[src/rtl/bank_write_arbiter.sv]
// rtl/bank_write_arbiter.sv - three-requester round-robin write arbiter for a register bank
// Optional power-on/on-demand bank clear sweep is built only when BANK_CLEAR_EN is defined.
module bank_write_arbiter #(
    parameter int AW = 6,
    parameter int DW = 32
) (
    input  logic                 clk,
    input  logic                 rst_n,
    input  logic [2:0]           req_valid,
    input  logic [2:0][AW-1:0]   req_addr,
    input  logic [2:0][DW-1:0]   req_data,
    output logic [2:0]           req_ready,
    output logic [AW-1:0]        RegEscr,
    output logic                 EscrReg,
    output logic [DW-1:0]        datain,
    output logic                 busy,
    output logic [15:0]          conflict_cnt,
    input  logic                 clear_req
);

    logic [1:0] ptr;
    logic [1:0] gsel;
    logic       hit;
    logic [2:0] idx;
    logic       in_arb;
    logic       hs;
    logic       two_plus;

`ifdef BANK_CLEAR_EN
    localparam logic [0:0] ST_CLEAR = 1'b0;
    localparam logic [0:0] ST_ARB   = 1'b1;

    logic [0:0]    state;
    logic [AW-1:0] clr_addr;

    // The sweep leaves CLEAR right after the top address, so it never wraps.
    always_ff @(posedge clk or negedge rst_n) begin
        if (!rst_n) begin
            state    <= ST_CLEAR;
            clr_addr <= '0;
        end else begin
            case (state)
                ST_CLEAR: begin
                    if (clr_addr == {AW{1'b1}}) begin
                        state    <= ST_ARB;
                        clr_addr <= '0;
                    end else begin
                        clr_addr <= clr_addr + 1'b1;
                    end
                end
                ST_ARB: begin
                    if (clear_req) begin
                        state <= ST_CLEAR;
                    end
                end
                default: state <= ST_CLEAR;
            endcase
        end
    end

    assign in_arb = (state == ST_ARB);
    assign busy   = (state == ST_CLEAR);
`else
    logic unused_clear_req;
    assign unused_clear_req = clear_req;
    assign in_arb           = 1'b1;
    assign busy             = 1'b0;
`endif

    // Search order starts at ptr and wraps modulo 3.
    always_comb begin
        hit  = 1'b0;
        gsel = 2'd0;
        idx  = 3'd0;
        for (int k = 0; k < 3; k++) begin
            idx = {1'b0, ptr} + 3'(k);
            if (idx >= 3'd3) begin
                idx = idx - 3'd3;
            end
            if (!hit && req_valid[idx[1:0]]) begin
                hit  = 1'b1;
                gsel = idx[1:0];
            end
        end
    end

    assign req_ready = (hit && in_arb && rst_n) ? (3'b001 << gsel) : 3'b000;
    assign hs        = |(req_ready & req_valid);
    assign two_plus  = (req_valid[0] & req_valid[1]) |
                       (req_valid[0] & req_valid[2]) |
                       (req_valid[1] & req_valid[2]);

    always_ff @(posedge clk or negedge rst_n) begin
        if (!rst_n) begin
            EscrReg      <= 1'b0;
            RegEscr      <= '0;
            datain       <= '0;
            ptr          <= 2'd0;
            conflict_cnt <= 16'd0;
        end else begin
            EscrReg <= 1'b0;
            if (hs) begin
                RegEscr <= req_addr[gsel];
                datain  <= req_data[gsel];
                EscrReg <= 1'b1;
                ptr     <= (gsel == 2'd2) ? 2'd0 : gsel + 2'd1;
            end
`ifdef BANK_CLEAR_EN
            else if (state == ST_CLEAR) begin
                RegEscr <= clr_addr;
                datain  <= '0;
                EscrReg <= 1'b1;
            end
`endif
            if (in_arb && two_plus && (conflict_cnt != 16'hFFFF)) begin
                conflict_cnt <= conflict_cnt + 16'd1;
            end
        end
    end

endmodule
[config.mk]
export PLATFORM = sky130hd
export DESIGN_NAME = bank_write_arbiter
export DESIGN_NICKNAME = d
export VERILOG_FILES = /design/src/rtl/bank_write_arbiter.sv
export SDC_FILE = /design/constraint.sdc
export NUM_CORES = 1
export LEC_CHECK = 0
export BUFFER_PORTS_ARGS = -buffer_cell sky130_fd_sc_hd__buf_2
export CAP_MARGIN = 20
export CORE_MARGIN = 2
export CORE_UTILIZATION = 49
export CTS_BUF_LIST = sky130_fd_sc_hd__clkbuf_16
export DETAILED_ROUTE_END_ITERATION = 8
export GPL_TIMING_DRIVEN = 0
export PLACE_DENSITY = 0.87
export SKIP_LAST_GASP = 1
export SYNTH_ARGS = -nofsm -noshare
export SYNTH_HDL_FRONTEND = slang
export SYNTH_SLANG_ARGS = --single-unit
[constraint.sdc]
create_clock -name clk -period 6.2 [get_ports clk]
set_clock_uncertainty 0.05 [all_clocks]
set_input_delay 1.24 -clock clk [delete_from_list [all_inputs] [get_ports clk]]
set_output_delay 1.24 -clock clk [all_outputs]
set_load 0.02 [all_outputs]
# ---- After elaboration in Yosys (flattened, before gate mapping)
# Index checks and enable logic that the tools add are counted.
# Widths: inputs -> output; s select.
dict set report totals {
  register_bits 57
  in_bits 120
  out_inout_bits 59
  elab_cells 57
}
dict set report classes {
  addsub 7
  order_cmp 7
  n_eq_ne 2
  shift 1
  mux 22
  n_bitwise 6
  reduce_logical 7
}
# operator count
set ops {}
lappend ops {{$bmux 32 s2} 1}
lappend ops {{$mux 32} 1}
lappend ops {{$add 16x1->16 const B} 1}
lappend ops {{$ne 16x16->1 const B} 1}
lappend ops {{$mux 2} 7}
lappend ops {{$bmux 6 s2} 1}
lappend ops {{$lt 2x3->1 const B} 4}
lappend ops {{$mux 1} 7}
lappend ops {{$bmux 1 s2} 3}
lappend ops {{$ge 3x2->1 const B} 2}
lappend ops {{$mux 6} 1}
lappend ops {{$sub 2x2->2 const B} 3}
lappend ops {{$logic_and 1x1->1} 4}
lappend ops {{$add 2x1->3 const B} 1}
lappend ops {{$add 2x2->3 const B} 1}
lappend ops {{$and 1x1->1} 3}
lappend ops {{$and 3x3->3} 1}
lappend ops {{$mux 3} 1}
lappend ops {{$reduce_or 3->1} 1}
lappend ops {{$shl 1x2->3 const A} 1}
lappend ops {{$add 2x1->2 const B} 1}
lappend ops {{$eq 2x2->1 const B} 1}
lappend ops {{$ge 2x2->1 const B} 1}
lappend ops {{$logic_not 1->1} 2}
lappend ops {{$or 1x1->1} 2}

# ---- Longest topological paths before layout
dict set report logic_depth {
  depth_word 16
  depth_mapped 12
  depth_no_buf 9
}

# ---- Worst setup path after synthesis
# OpenSTA, ideal clock, no wires.
dict set report synth_path {
  path_kind {in2out}
  start {input req_valid[2]}
  end {output req_ready[0]}
  arrival_ns 2.469
  required_time_ns 4.910
  slack_ns 2.441
  stages 7
  n_path_buf 1
  path_cell_list {mux2i_1 o21a_1 nor2b_1 a22o_1 buf_2 nand2_1 nor2_1}
}
dict set report synth_via {
  elab_chain_cells 11
  elab_cells_between_ends 19
  cone_classes {shift: 1; mux: 13; reduce/logical: 5}
}
# item line_no
set synth_lines {}
lappend synth_lines {{start: declaration} 9} ;# input logic [2:0] req_valid,
lappend synth_lines {{$bmux 1 s2} 80} ;# if (!hit && req_valid[idx[1:0]]) begin
lappend synth_lines {{$mux 1 (not written as such)} 80}
lappend synth_lines {{$mux 1} 80}
lappend synth_lines {{$logic_not 1->1} 80}
lappend synth_lines {{$logic_and 1x1->1} 80}
lappend synth_lines {{$mux 1} 80}
lappend synth_lines {{$logic_not 1->1} 80}
lappend synth_lines {{$logic_and 1x1->1} 80}
lappend synth_lines {{$mux 2 or $mux 1 (tied branches)} 80}
lappend synth_lines {{$shl 1x2->3 or $logic_and 1x1->1 (tied branches)} 87} ;# assign req_ready = (hit && in_arb && rst_n) ? (3'b001 << gsel) : 3'b000;
lappend synth_lines {{$mux 3 (*)} 87}
lappend synth_lines {{end: declaration} 12} ;# output logic [2:0] req_ready,
# Every way passes the cells marked *; elsewhere a longest branch is shown, timed or not. The select of a mux whose other input is x is not followed.

# ---- Worst setup path after layout
dict set report layout_path {
  start {input req_valid[2]}
  end {output req_ready[2]}
}
# Same word-level chain as after synthesis.

==> metrics <==
result of the run=finished clean; routability-driven placement congestion ratio=0.807; estimated wirelength of the detail-placed design=7740 um; Avg Inst Size Synth=9.59 um2; Pwr Density=630 nW/um2; post-route worst hold slack=0.431 ns; post-layout min period=4.34 ns; number of distinct library cells after synthesis=40; # H-tree levels=3; max-capacitance violation count=0; Core Rows=29; setup repair after global routing missed its margin=no; highest-count cells in the layout ignoring fill and taps=sky130_fd_sc_hd__buf_2 (185), sky130_fd_sc_hd__dfrtp_1 (57), sky130_fd_sc_hd__nor2_1 (37); total global-route track usage=0.285; total power consumption of the routed design=2.88 mW; Die Span Y=85.7 um; Startpoint Class=input port; TNS Setup=0 ns; most area-hungry cell type in the Yosys netlist=sky130_fd_sc_hd__dfrtp_1; arrival time of data at the critical path endpoint=3.05 ns; drt via density=5.67; leakage dissipation=2.26 nW; Num CTS Buffers=9; overflow left after global routing=0; starting utilization of the core area=0.512; count of final max-slew check failures=0; clock net sink count=57; Chip Width=85.7 um; area of the placeable core=6390 um2; number of hold buffers added after CTS=0; final cell utilization of the core=0.717; number of nets at the end of the flow=654; WS Path Type=input port to output port; vias in the first global route=3473; number of antenna repair diodes=0; final setup violation count=0; TritonCTS clock tree=built; final routed wire length divided by cell count=16.6 um; wire length reported by the detailed router=10200 um; worst max-slew margin expressed relative to the limit=0.594; FILL cells=506; Initial DRT Pass Iterations=5; master cell of the clock root buffer=sky130_fd_sc_hd__clkbuf_16; Post-synth EDFFs=0; Buffers on Ports=176; number of DRC markers in iteration 0=210; buffer count from post-CTS setup fixing=0; Max IR drop VDD=457 uV; path type of the worst min-delay path=flip-flop to flip-flop; CP endpoint kind=output port; clk buf depth=2; via count=3467; Net Count, Synth=466; commonest non-fill, non-tap cell in the layout=sky130_fd_sc_hd__buf_2; share of the synthesized area in the top cell type=0.436; signed area change from the synthesized netlist to the final layout=40.0%; antenna violations before repair=0; final setup slack of the worst path=1.86 ns; final worst-path cycle share=0.700; cell types occupying the most area after synthesis=sky130_fd_sc_hd__dfrtp_1 (44%), sky130_fd_sc_hd__a221oi_2 (9.2%), sky130_fd_sc_hd__a221oi_1 (4.8%); pre-CTS worst setup slack=1.83 ns; clock latency on the worst-skew pair=0.32 ns; maximum fanout along the worst path=10; Synth Register Bits=57; CTS-repair resized insts=0; DRT antenna net count=0; # IOs=179; Max Clk Rate=0.230 GHz; Syn Inst Count=341; Post-synth top flop=sky130_fd_sc_hd__dfrtp_1; Die ar.=7340 um2; largest net degree at the start of global routing=34; clock transition at the registers of the reported paths=0.05 ns; Final Hold Violating Endpoints=0; portion of the post-synthesis area used by sequential elements=0.436; required time at the endpoint of the critical path=4.91 ns; fraction of layout instances using a drive strength above 1=0.436; number of synthesis warnings=0; proportion of synthesized flip-flops having asynchronous set or reset=1.00; Cell Area, Synth=3270 um2; transition time at the pin with the least slew margin=0.609 ns; first-pass GRT wire length=16200 um; residual DRC count=0
worst max-delay path, stage by stage:
cell and delay, ns:
sky130_fd_sc_hd__buf_2 0.14, sky130_fd_sc_hd__mux2i_1 0.24, sky130_fd_sc_hd__o22ai_1 0.17, sky130_fd_sc_hd__nand2b_1 0.18, sky130_fd_sc_hd__o21ai_2 0.35, sky130_fd_sc_hd__clkbuf_1 0.45
sky130_fd_sc_hd__nor2_1 0.09, sky130_fd_sc_hd__buf_2 0.18
layout make-up:
| type | instances | area [um2] | share of cell area |
|---|---|---|---|
| Clock inverter | 7 | 85.1 | 0.0186 |
| Clock buffer | 9 | 225 | 0.0492 |
| Tap cell | 77 | 96.3 | 0.0210 |
| Timing Repair Buffer | 177 | 901 | 0.197 |
| Multi-Input combinational cell | 249 | 1650 | 0.361 |
| Inverter | 7 | 26.3 | 0.00574 |
| Sequential cell | 57 | 1430 | 0.312 |
| Buffer | 28 | 165 | 0.0361 |
power breakdown:
part	switching, mW	internal, mW
clock network	0.165	0.347
logic	1.10	0.635
registers	0.0983	0.538
final timing paths:
check | startpoint | endpoint | slack [ns] | cells after the start
max in group asynchronous | rst_n | datain[28] | 4.64 | 2
worst min register to register | RegEscr[5] | RegEscr[5] | 0.43 | 2
min in group asynchronous | rst_n | RegEscr[0] | 0.88 | 1
worst min-delay path | RegEscr[5] | RegEscr[5] | 0.43 | 2
worst max-delay path | req_valid[2] | req_ready[2] | 1.86 | 8
worst max register to register | ptr[0] | datain[23] | 3.60 | 10
metal layers:
metal  track usage  up-vias  wire length (um)
met4         0.101        0               249
met1         0.315     1641              3850
met5             0        -                 0
li1              -     1632                 -
met2         0.513      171              5310
met3        0.0905       23               763
cells by family (layout without fill, tap and decap cells):
logic type	after synthesis	after routing	share of synthesized area
other	1	1	0.00115
xor gates and xnor gates	15	15	0.0402
adders and majority gates	6	6	0.0222
buffers and inverters	35	228	0.0586
AOI/OAI and AO/OA	104	104	0.250
and+or+nand+nor	118	118	0.175
muxes	5	5	0.0161
DFF	57	57	0.436
sequential cells by signal, summed over array words and instances, names as in the netlist:
signal / count
datain: 32
conflict_cnt: 16
RegEscr: 6
ptr: 2
EscrReg: 1
synthesized netlist by cell type (6+ instances only):
cell,n
sky130_fd_sc_hd__nand2_1,20
sky130_fd_sc_hd__nand4_1,6
sky130_fd_sc_hd__clkbuf_1,10
sky130_fd_sc_hd__nor2_1,37
sky130_fd_sc_hd__a21oi_1,28
sky130_fd_sc_hd__buf_2,9
sky130_fd_sc_hd__dfrtp_1,57
sky130_fd_sc_hd__a221oi_1,18
sky130_fd_sc_hd__o21ai_0,15
sky130_fd_sc_hd__xnor2_1,10
sky130_fd_sc_hd__a221oi_2,20
sky130_fd_sc_hd__inv_1,6
sky130_fd_sc_hd__o21ai_1,12
sky130_fd_sc_hd__nor2b_1,13
sky130_fd_sc_hd__nand3_1,29
through the flow:
| stage | cell area, um2 | std cells |
|---|---|---|
| 4_1_cts | 4580 | 611 |
| 3_5_place_dp | 4270 | 595 |
| 6_report | 4580 | 611 |
| 3_3_place_gp | 4250 | 594 |
| 5_1_grt | 4580 | 611 |
| 2_1_floorplan | 3270 | 341 |
No activity file was read; power rests on OpenSTA's default activity.
